--- config.mk ---
export PLATFORM = sky130hd
export DESIGN_NAME = mem_burst_master
export DESIGN_NICKNAME = d
export VERILOG_FILES = /design/src/rtl/mem_pkg.sv /design/src/rtl/mem_rd_fifo.sv /design/src/rtl/mem_burst_master.sv
export SDC_FILE = /design/constraint.sdc
export NUM_CORES = 1
export LEC_CHECK = 0
export CAP_MARGIN = 40
export CORE_MARGIN = 2
export CORE_UTILIZATION = 51
export DETAILED_ROUTE_END_ITERATION = 16
export GPL_TIMING_DRIVEN = 0
export PLACE_DENSITY = 0.8
export SETUP_SLACK_MARGIN = 0.2
export SLEW_MARGIN = 0
export SYNTH_ARGS = -nofsm -noshare
export SYNTH_HDL_FRONTEND = slang
export SYNTH_HIERARCHICAL = 1
export SYNTH_SLANG_ARGS = --single-unit
--- constraint.sdc ---
create_clock -name clk -period 2.7 [get_ports clk]
set_input_delay 0.81 -clock clk [delete_from_list [all_inputs] [get_ports clk]]
set_output_delay 0.81 -clock clk [all_outputs]
set_load 0.02 [all_outputs]
--- src/rtl/mem_pkg.sv ---
// Shared definitions for the memory burst master.
//   ADDR_W / DATA_W / LEN_W : memory address, data word and burst-length widths
//   mem_burst_state_e       : burst master FSM states
//   rd_entry_t              : one read-return FIFO entry (data word + last-of-burst flag)
package mem_pkg;
  localparam int ADDR_W = 16;
  localparam int DATA_W = 32;
  localparam int LEN_W  = 8;

  typedef enum logic [1:0] {
    IDLE,
    WRITE,
    READ,
    DRAIN
  } mem_burst_state_e;

  typedef struct packed {
    logic [DATA_W-1:0] data;
    logic              last;
  } rd_entry_t;
endpackage

--- src/rtl/mem_rd_fifo.sv ---
// Read-return FIFO: synchronous, show-ahead (head is valid whenever empty=0).
//   clk, srst        : clock, synchronous active-high reset (flushes contents)
//   push, push_data  : write one entry; the caller guarantees space
//   pop              : consume the head entry (ignored when empty)
//   head, empty      : current head entry and empty flag
//   count            : occupancy, used by the master for its credit check
module mem_rd_fifo
  import mem_pkg::*;
#(
  parameter int DEPTH = 4
) (
  input  logic                     clk,
  input  logic                     srst,
  input  logic                     push,
  input  rd_entry_t                push_data,
  input  logic                     pop,
  output rd_entry_t                head,
  output logic                     empty,
  output logic [$clog2(DEPTH):0]   count
);
  localparam int PW = $clog2(DEPTH);

  rd_entry_t     store [DEPTH];
  logic [PW-1:0] wr_ptr;
  logic [PW-1:0] rd_ptr;
  logic          pop_en;

  assign empty  = (count == '0);
  assign pop_en = pop && !empty;
  assign head   = store[rd_ptr];

  // Storage is not reset; the pointers alone define what is valid.
  always_ff @(posedge clk) begin
    if (push) store[wr_ptr] <= push_data;
  end

  always_ff @(posedge clk) begin
    if (srst) begin
      wr_ptr <= '0;
      rd_ptr <= '0;
      count  <= '0;
    end else begin
      if (push)   wr_ptr <= wr_ptr + 1'b1;
      if (pop_en) rd_ptr <= rd_ptr + 1'b1;
      case ({push, pop_en})
        2'b10:   count <= count + 1'b1;
        2'b01:   count <= count - 1'b1;
        default: count <= count;
      endcase
    end
  end
endmodule

--- src/rtl/mem_burst_master.sv ---
// Burst master: expands burst commands into single-word memory beats.
//   cmd_*   : burst command (valid/ready), we selects write/read, len = beats-1
//   wr_*    : write data stream in (valid/ready)
//   rd_*    : read data stream out (valid/ready), rd_last marks the final word
//   mem_*   : registered memory port; mem_rdata returns READ_LATENCY cycles later
//   busy    : burst in progress or reads still in flight
module mem_burst_master
  import mem_pkg::*;
#(
  parameter int READ_LATENCY  = 1,
  parameter int RD_FIFO_DEPTH = 4
) (
  input  logic              clk,
  input  logic              srst,
  input  logic              cmd_valid,
  output logic              cmd_ready,
  input  logic              cmd_we,
  input  logic [ADDR_W-1:0] cmd_addr,
  input  logic [LEN_W-1:0]  cmd_len,
  input  logic              wr_valid,
  output logic              wr_ready,
  input  logic [DATA_W-1:0] wr_data,
  output logic              rd_valid,
  input  logic              rd_ready,
  output logic [DATA_W-1:0] rd_data,
  output logic              rd_last,
  output logic [ADDR_W-1:0] mem_addr,
  output logic              mem_we,
  output logic [DATA_W-1:0] mem_wdata,
  input  logic [DATA_W-1:0] mem_rdata,
  output logic              busy
);
  localparam int CW = $clog2(RD_FIFO_DEPTH) + 1;

  mem_burst_state_e state_q, state_d;
  logic [ADDR_W-1:0] addr_q, addr_d;
  logic [LEN_W-1:0]  cnt_q, cnt_d;
  logic cmd_hs, wr_hs, rd_issue;

  // mem_rd_q marks a read beat on the port this cycle; lat_v_q[i] marks
  // that beat i+1 cycles later, so lat_v_q[READ_LATENCY-1] lines up with mem_rdata.
  logic                    mem_rd_q, mem_rd_last_q;
  logic [READ_LATENCY-1:0] lat_v_q, lat_last_q;

  logic [CW-1:0] inflight, fifo_count;
  logic [CW:0]   credit_sum;
  logic          credit_ok;
  rd_entry_t     push_entry, head;
  logic          fifo_empty;

  always_comb begin
    inflight = CW'(mem_rd_q);
    for (int i = 0; i < READ_LATENCY; i++) inflight = inflight + CW'(lat_v_q[i]);
  end

  // A beat still counts as in flight during its push cycle, so the sum never
  // undercounts; pops only free credit from the following cycle.
  assign credit_sum = {1'b0, inflight} + {1'b0, fifo_count};
  assign credit_ok  = credit_sum < (CW+1)'(RD_FIFO_DEPTH);

  assign cmd_ready = (state_q == IDLE) && !srst;
  assign wr_ready  = (state_q == WRITE);
  assign busy      = (state_q != IDLE) || (inflight != '0);

  always_comb begin
    state_d  = state_q;
    addr_d   = addr_q;
    cnt_d    = cnt_q;
    cmd_hs   = 1'b0;
    wr_hs    = 1'b0;
    rd_issue = 1'b0;
    case (state_q)
      IDLE: begin
        cmd_hs = cmd_valid && cmd_ready;
        if (cmd_hs) begin
          addr_d  = cmd_addr;
          cnt_d   = cmd_len;
          state_d = cmd_we ? WRITE : READ;
        end
      end
      WRITE: begin
        wr_hs = wr_valid;
        if (wr_hs) begin
          addr_d = addr_q + 1'b1;
          cnt_d  = cnt_q - 1'b1;
          if (cnt_q == '0) state_d = IDLE;
        end
      end
      READ: begin
        rd_issue = credit_ok;
        if (rd_issue) begin
          addr_d = addr_q + 1'b1;
          cnt_d  = cnt_q - 1'b1;
          if (cnt_q == '0) state_d = DRAIN;
        end
      end
      DRAIN: begin
        if (inflight == '0) state_d = IDLE;
      end
      default: state_d = IDLE;
    endcase
  end

  always_ff @(posedge clk) begin
    if (srst) begin
      state_q       <= IDLE;
      addr_q        <= '0;
      cnt_q         <= '0;
      mem_we        <= 1'b0;
      mem_addr      <= '0;
      mem_wdata     <= '0;
      mem_rd_q      <= 1'b0;
      mem_rd_last_q <= 1'b0;
      lat_v_q       <= '0;
      lat_last_q    <= '0;
    end else begin
      state_q       <= state_d;
      addr_q        <= addr_d;
      cnt_q         <= cnt_d;
      mem_we        <= wr_hs;
      if (wr_hs || rd_issue) mem_addr <= addr_q;
      if (wr_hs) mem_wdata <= wr_data;
      mem_rd_q      <= rd_issue;
      mem_rd_last_q <= rd_issue && (cnt_q == '0);
      lat_v_q[0]    <= mem_rd_q;
      lat_last_q[0] <= mem_rd_last_q;
      for (int i = 1; i < READ_LATENCY; i++) begin
        lat_v_q[i]    <= lat_v_q[i-1];
        lat_last_q[i] <= lat_last_q[i-1];
      end
    end
  end

  assign push_entry.data = mem_rdata;
  assign push_entry.last = lat_last_q[READ_LATENCY-1];

  mem_rd_fifo #(.DEPTH(RD_FIFO_DEPTH)) u_rd_fifo (
    .clk       (clk),
    .srst      (srst),
    .push      (lat_v_q[READ_LATENCY-1]),
    .push_data (push_entry),
    .pop       (rd_ready),
    .head      (head),
    .empty     (fifo_empty),
    .count     (fifo_count)
  );

  assign rd_valid = !fifo_empty;
  assign rd_data  = fifo_empty ? '0 : head.data;
  assign rd_last  = !fifo_empty && head.last;
endmodule
# Yosys cells after proc, flatten, opt, wreduce, memory -nomap -nowiden
# Memories as Yosys holds them, arrays and structs flattened. A register that Yosys moved wholly into a read port is not among the register bits.
# Index checks and enable logic that the tools add are counted.
[op_classes] addsub=8 mul=0 div_mod_pow=0 order_cmp=1 n_eq_ne=11 shift=0 n_mux=24 n_bitwise=0 reduce_logical=19
[ops] cell="16-bit two-way mux" n=3
[ops] cell="16-bit one-hot mux with 3 select lines" n=1
[ops] cell="32-bit two-way mux" n=1
[ops] cell="8-bit two-way mux" n=3
[ops] cell="8-bit one-hot mux with 3 select lines" n=1
[ops] cell="2-bit two-way mux" n=9
[ops] cell="16-bit by 1-bit adder with 16-bit output, second input constant" n=1
[ops] cell="8-bit zero test" n=1
[ops] cell="2-bit != test, second input constant" n=4
[ops] cell="2-bit one-hot mux with 4 select lines" n=1
[ops] cell="8-bit by 1-bit subtractor with 8-bit output, second input constant" n=1
[ops] cell="2-bit equality test, second input constant" n=3
[ops] cell="3-bit zero test" n=2
[ops] cell="3-bit one-hot mux with 2 select lines" n=1
[ops] cell="6-bit AND reduction" n=1
[ops] cell="3-bit nonzero test" n=2
[ops] cell="1-bit logical AND" n=5
[ops] cell="2-bit by 1-bit adder with 2-bit output, second input constant" n=2
[ops] cell="2-bit by 3-bit adder with 4-bit output" n=1
[ops] cell="2-bit by 1-bit equality test with 1-bit output, second input constant" n=2
[ops] cell="4-bit by 3-bit less-than comparator with 1-bit output, second input constant" n=1
[ops] cell="1-bit two-way mux" n=4
[ops] cell="2-bit by 1-bit != test with 1-bit output, second input constant" n=2
[ops] cell="4-bit AND reduction" n=1
[ops] cell="other kinds (7)" n=10
[totals] reg_bits=86 latch_bits=0 ramBits=132 mem_bits_ro=0 inputBits=94 out_inout_bits=86 word_cells=77 n_memories=1
[memory_table] name="u_rd_fifo.store" words=4 word_bits=33 read_ports=1 rd_clocked_by_memory_dff=1 write_ports=1 line="mem_rd_fifo.sv:23" text="rd_entry_t store [DEPTH];"

# Longest topological paths before layout
[depth] ltp_word=5 ltp_mapped=8

# By module
# The synthesis kept the hierarchy.
[by_module_without_submodules] module="mem_rd_fifo" n_inst=1 cells_per_inst=222 area_per_inst_um2=5251.3 seq_area_each_um2=4144.0
[by_module_without_submodules] module="mem_burst_master" n_inst=1 cells_per_inst=488 area_per_inst_um2=3930.0 seq_area_each_um2=1581.5

# Least setup slack after synthesis
# Ideal clock, no wire load.
[synth_timing] kind="in2out" startpoint="input port srst" endpoint="output port cmd_ready" arrival_time_ns=1.481 setup_slack_ns=0.409 cell_stages=3 n_path_buf=2 path_cell_list="clkbuf_1 -> clkbuf_1 -> nor2b_1"
[synth_via] elab_chain_cells=2
[synth_rtl] item="from (decl)" line="mem_burst_master.sv:14" text="input logic srst,"
[synth_rtl] item="1-bit zero test" line="mem_burst_master.sv:61" text="assign cmd_ready = (state_q == IDLE) && !srst;"
[synth_rtl] item="1-bit logical AND" line="mem_burst_master.sv:61"
[synth_rtl] item="to (decl)" line="mem_burst_master.sv:16" text="output logic cmd_ready,"
# Every way passes these cells.

==> results.sh <==
export IMPL_status="complete, but fails checks"
export IMPL_violations="negative setup slack"
export IMPL_cts_tree="yes"
export IMPL_ys_warn_count=6
export IMPL_post_route_period_util_pct=105
export IMPL_netlist_top_cells_count="132 x edfxtp_1, 88 x dfxtp_1, 77 x nand2_1, 55 x a21oi_1, 45 x nor2b_1"
export IMPL_syn_inst=710
export IMPL_synth_area_mm2=0.00918
export IMPL_r2r_start="lat_v_q"
export IMPL_yosysUniqueCellTypes=56
export IMPL_fin_skew_ns=0.00862
export IMPL_syn2layout_area_growth_pct=35.6
export IMPL_cap_violations=0
export IMPL_final_util_pct=69.8
export IMPL_crit_buf_inv=4
export IMPL_synth_area_per_cell_um2=12.9
export IMPL_r2r_slack_ns=0.25
export IMPL_ys_flop_type="edfxtp_1"
export IMPL_seqPwrFrac_pct=38.7
export IMPL_slew_headroom_pct=42.6
export IMPL_cp_depth=6
export IMPL_fmax_ghz=0.354
export IMPL_grt_antenna_before_repair=0
export IMPL_internal_power_mw=7.35
export IMPL_hp_class="register to register"
export IMPL_path_delay_family="buffers and inverters"
export IMPL_async_flop_share_pct=0
export IMPL_clkSinkCount=220
export IMPL_cts_hold_buf=0
export IMPL_tightestPinTransition_ns=0.853
export IMPL_pin_count=180
export IMPL_dpl_worst_slack_ns=-0.570
export IMPL_cts_buffer_depth=3
export IMPL_hold_viol=0
export IMPL_gp_congestion=0.918
export IMPL_critPathMaxFanout=7
export IMPL_synth_edf_count=132
export IMPL_die_x_um=138
export IMPL_setup_slack_ns=-0.124
export IMPL_drc=0
export IMPL_numCtsBuffers=23
export IMPL_final_cells=1172
export IMPL_synth_seq_cells=220
export IMPL_synth_nets=822
export IMPL_die_area_mm2=0.0191
export IMPL_leakage_nw=4.40
export IMPL_grt_pass1_vias=6474
export IMPL_multi_input_area_mm2=0.00332
export IMPL_fin_nets=1039
export IMPL_hold_slack_ns=0.449
export IMPL_layout_drive_gt1_share_pct=18.9
export IMPL_final_seq_area_mm2=0.00574
export IMPL_path_clk_slew_ns=0.06
export IMPL_p_sw_mw=3.44
export IMPL_slew_violations=0
export IMPL_grt_overflow=0
export IMPL_synthMostInstantiatedCell="edfxtp_1"
export IMPL_cpPeakStageDelay_ns=0.49
export IMPL_diodes=0
export IMPL_routed_wl_mm=21.9
export IMPL_dr_pass1_iters=5
export IMPL_drt_iter0_drc=469
export IMPL_rr_worst_depth=7
export IMPL_rsz0062_at_grt="true"
export IMPL_synth_top_area_share_pct=43.2
export IMPL_numPortBuffers=178
export IMPL_grt_max_degree=29
export IMPL_fp_row_count=49
export IMPL_total_power_mw=10.8
export IMPL_path_cells="buf_12 -> buf_8 -> buf_16 -> mux4_2 -> nor2b_1 -> buf_2"
export IMPL_die_y_um=138
export IMPL_startpoint_type="register"
export IMPL_fillCellCount=1241
export IMPL_path_class="register to primary output"
export IMPL_peakVddDrop_v=0.000536
export IMPL_cpMaxStageDelayCell="mux4_2"
export IMPL_pwr_density_cell_mw_per_mm2=867
export IMPL_start_util_pct=51.5
export IMPL_cp_required_ns=1.89
export IMPL_cts_max_level=1
export IMPL_core_mm2=0.0178
export IMPL_p_comb_share_pct=32.6
export IMPL_arrival_ns=2.01
export IMPL_seq_area_frac_synth_pct=62.4
export IMPL_clock_latency_ns=0.49
export IMPL_finalSetupViolations=27
export IMPL_rr_endpoint="cnt_q[1]"
export IMPL_dpl_hpwl_mm=14.5
export IMPL_endpoint_kind="primary output"
export IMPL_switching_share_pct=31.9
export IMPL_clkPwrFrac_pct=28.7
export IMPL_cts_root_buf="clkbuf_16"
export IMPL_wl_per_cell_um=18.7
export IMPL_cp_endpoint="rd_data[19]"
export IMPL_final_min_clock_period_ns=2.82
export IMPL_dp_cells=1122
export IMPL_ant_nets=0
export IMPL_synth_area_top_cells="edfxtp_1 43%, dfxtp_1 19%, mux4_2 7.4%"
export IMPL_via_count=6524
export IMPL_vias_per_cell=5.57
export IMPL_grt_first_pass_wirelength_mm=34.7
export IMPL_synth_largest_area_cell="edfxtp_1"
export IMPL_grt_total_usage_pct=22.3
[state kept, by name (all words and copies together) (netlist names), 2 cells and up, named ones only]
signal / count
addr_q: 16
cnt_q: 8
mem_addr: 16
mem_wdata: 32
state_q: 2
u_rd_fifo/count: 3
u_rd_fifo/rd_ptr: 2
u_rd_fifo/store: 132
u_rd_fifo/wr_ptr: 2
[cells in the final DEF (no fill, tap or decap), types with 7 or more instances in the layout]
cell type        count
clkbuf_1            26
a21oi_1             55
nor2_1              37
clkbuf_16           24
nand2b_1             8
a31oi_1             10
clkbuf_2             7
buf_2               17
mux2i_1             19
nand3_1             20
buf_6               21
buf_4                7
mux4_2              32
nor2b_4             19
dfxtp_1             81
buf_12               8
clkdlybuf4s50_1    141
nor2b_1             26
ha_1                17
o31ai_1             14
inv_1               21
nand2_1             77
edfxtp_1           132
[per-stage QoR]
step	instance area, um^2	TNS (ns)
after global placement	11200	-28.38
after CTS	12200	-2.34
after global routing	12500	-3.82
after floorplan	9180	0
after detailed placement	11400	-19.11
final	12500	-1.74
[cell families (layout without fill, tap and decap cells)]
| kind of cell | count (synthesis) | in the layout | synth area share (%) |
|---|---|---|---|
| DFF | 220 | 220 | 62.4 |
| xor gates and xnor gates | 4 | 4 | 0.382 |
| muxes | 53 | 53 | 10.4 |
| and+or+nand+nor | 227 | 227 | 12.2 |
| adders and majority gates | 18 | 18 | 2.53 |
| AOI/OAI and AO/OA | 120 | 120 | 8.67 |
| buffers and inverters | 68 | 301 | 3.48 |
[power groups by stage]
stage / sequential, mW / combinational (mW) / clock [mW]
2_1_floorplan: 4.26 / 1.93 / 0
3_3_place_gp: 4.21 / 3.10 / 0
3_5_place_dp: 4.22 / 3.14 / 0
4_1_cts: 4.16 / 3.29 / 3.16
5_1_grt: 4.22 / 3.78 / 3.30
6_report: 4.17 / 3.52 / 3.10
[what timing repair did]
action	in CTS	in global routing
buffers inserted	5	1
pin swaps	1	0
gates resized for setup	200	73
cloned	3	0
endpoints found under the setup margin	67	48
[final cells by class]
type / count / area share, %
plain buffers: 45 / 2.37
clock buffers: 27 / 4.74
repair buffers: 192 / 16.0
flip-flops and latches: 220 / 46.1
multi-input cells: 422 / 26.7
inverters: 23 / 0.693
clock inverters: 14 / 1.18
well taps: 229 / 2.30
[how the worst min path moves through the flow]
stage          cells after the start     startpoint    endpoint  slack, ns
6_report                           1  mem_rd_last_q  lat_last_q       0.45
3_5_place_dp                       1  mem_rd_last_q  lat_last_q       0.44
4_1_cts                            2       mem_rd_q     lat_v_q       0.45
5_1_grt                            1  mem_rd_last_q  lat_last_q       0.47
2_1_floorplan                      1  mem_rd_last_q  lat_last_q       0.41
3_3_place_gp                       1  mem_rd_last_q  lat_last_q       0.42
[per-layer routing]
metal,vias up,global-route usage (%),share of wire (%)
met5,-,0,0
met4,0,4.67,1.8
met3,34,4.54,7.9
met2,293,37.7,49
met1,3128,30.4,42
li1,3069,-,-
Power figures use the tool's default switching activity.
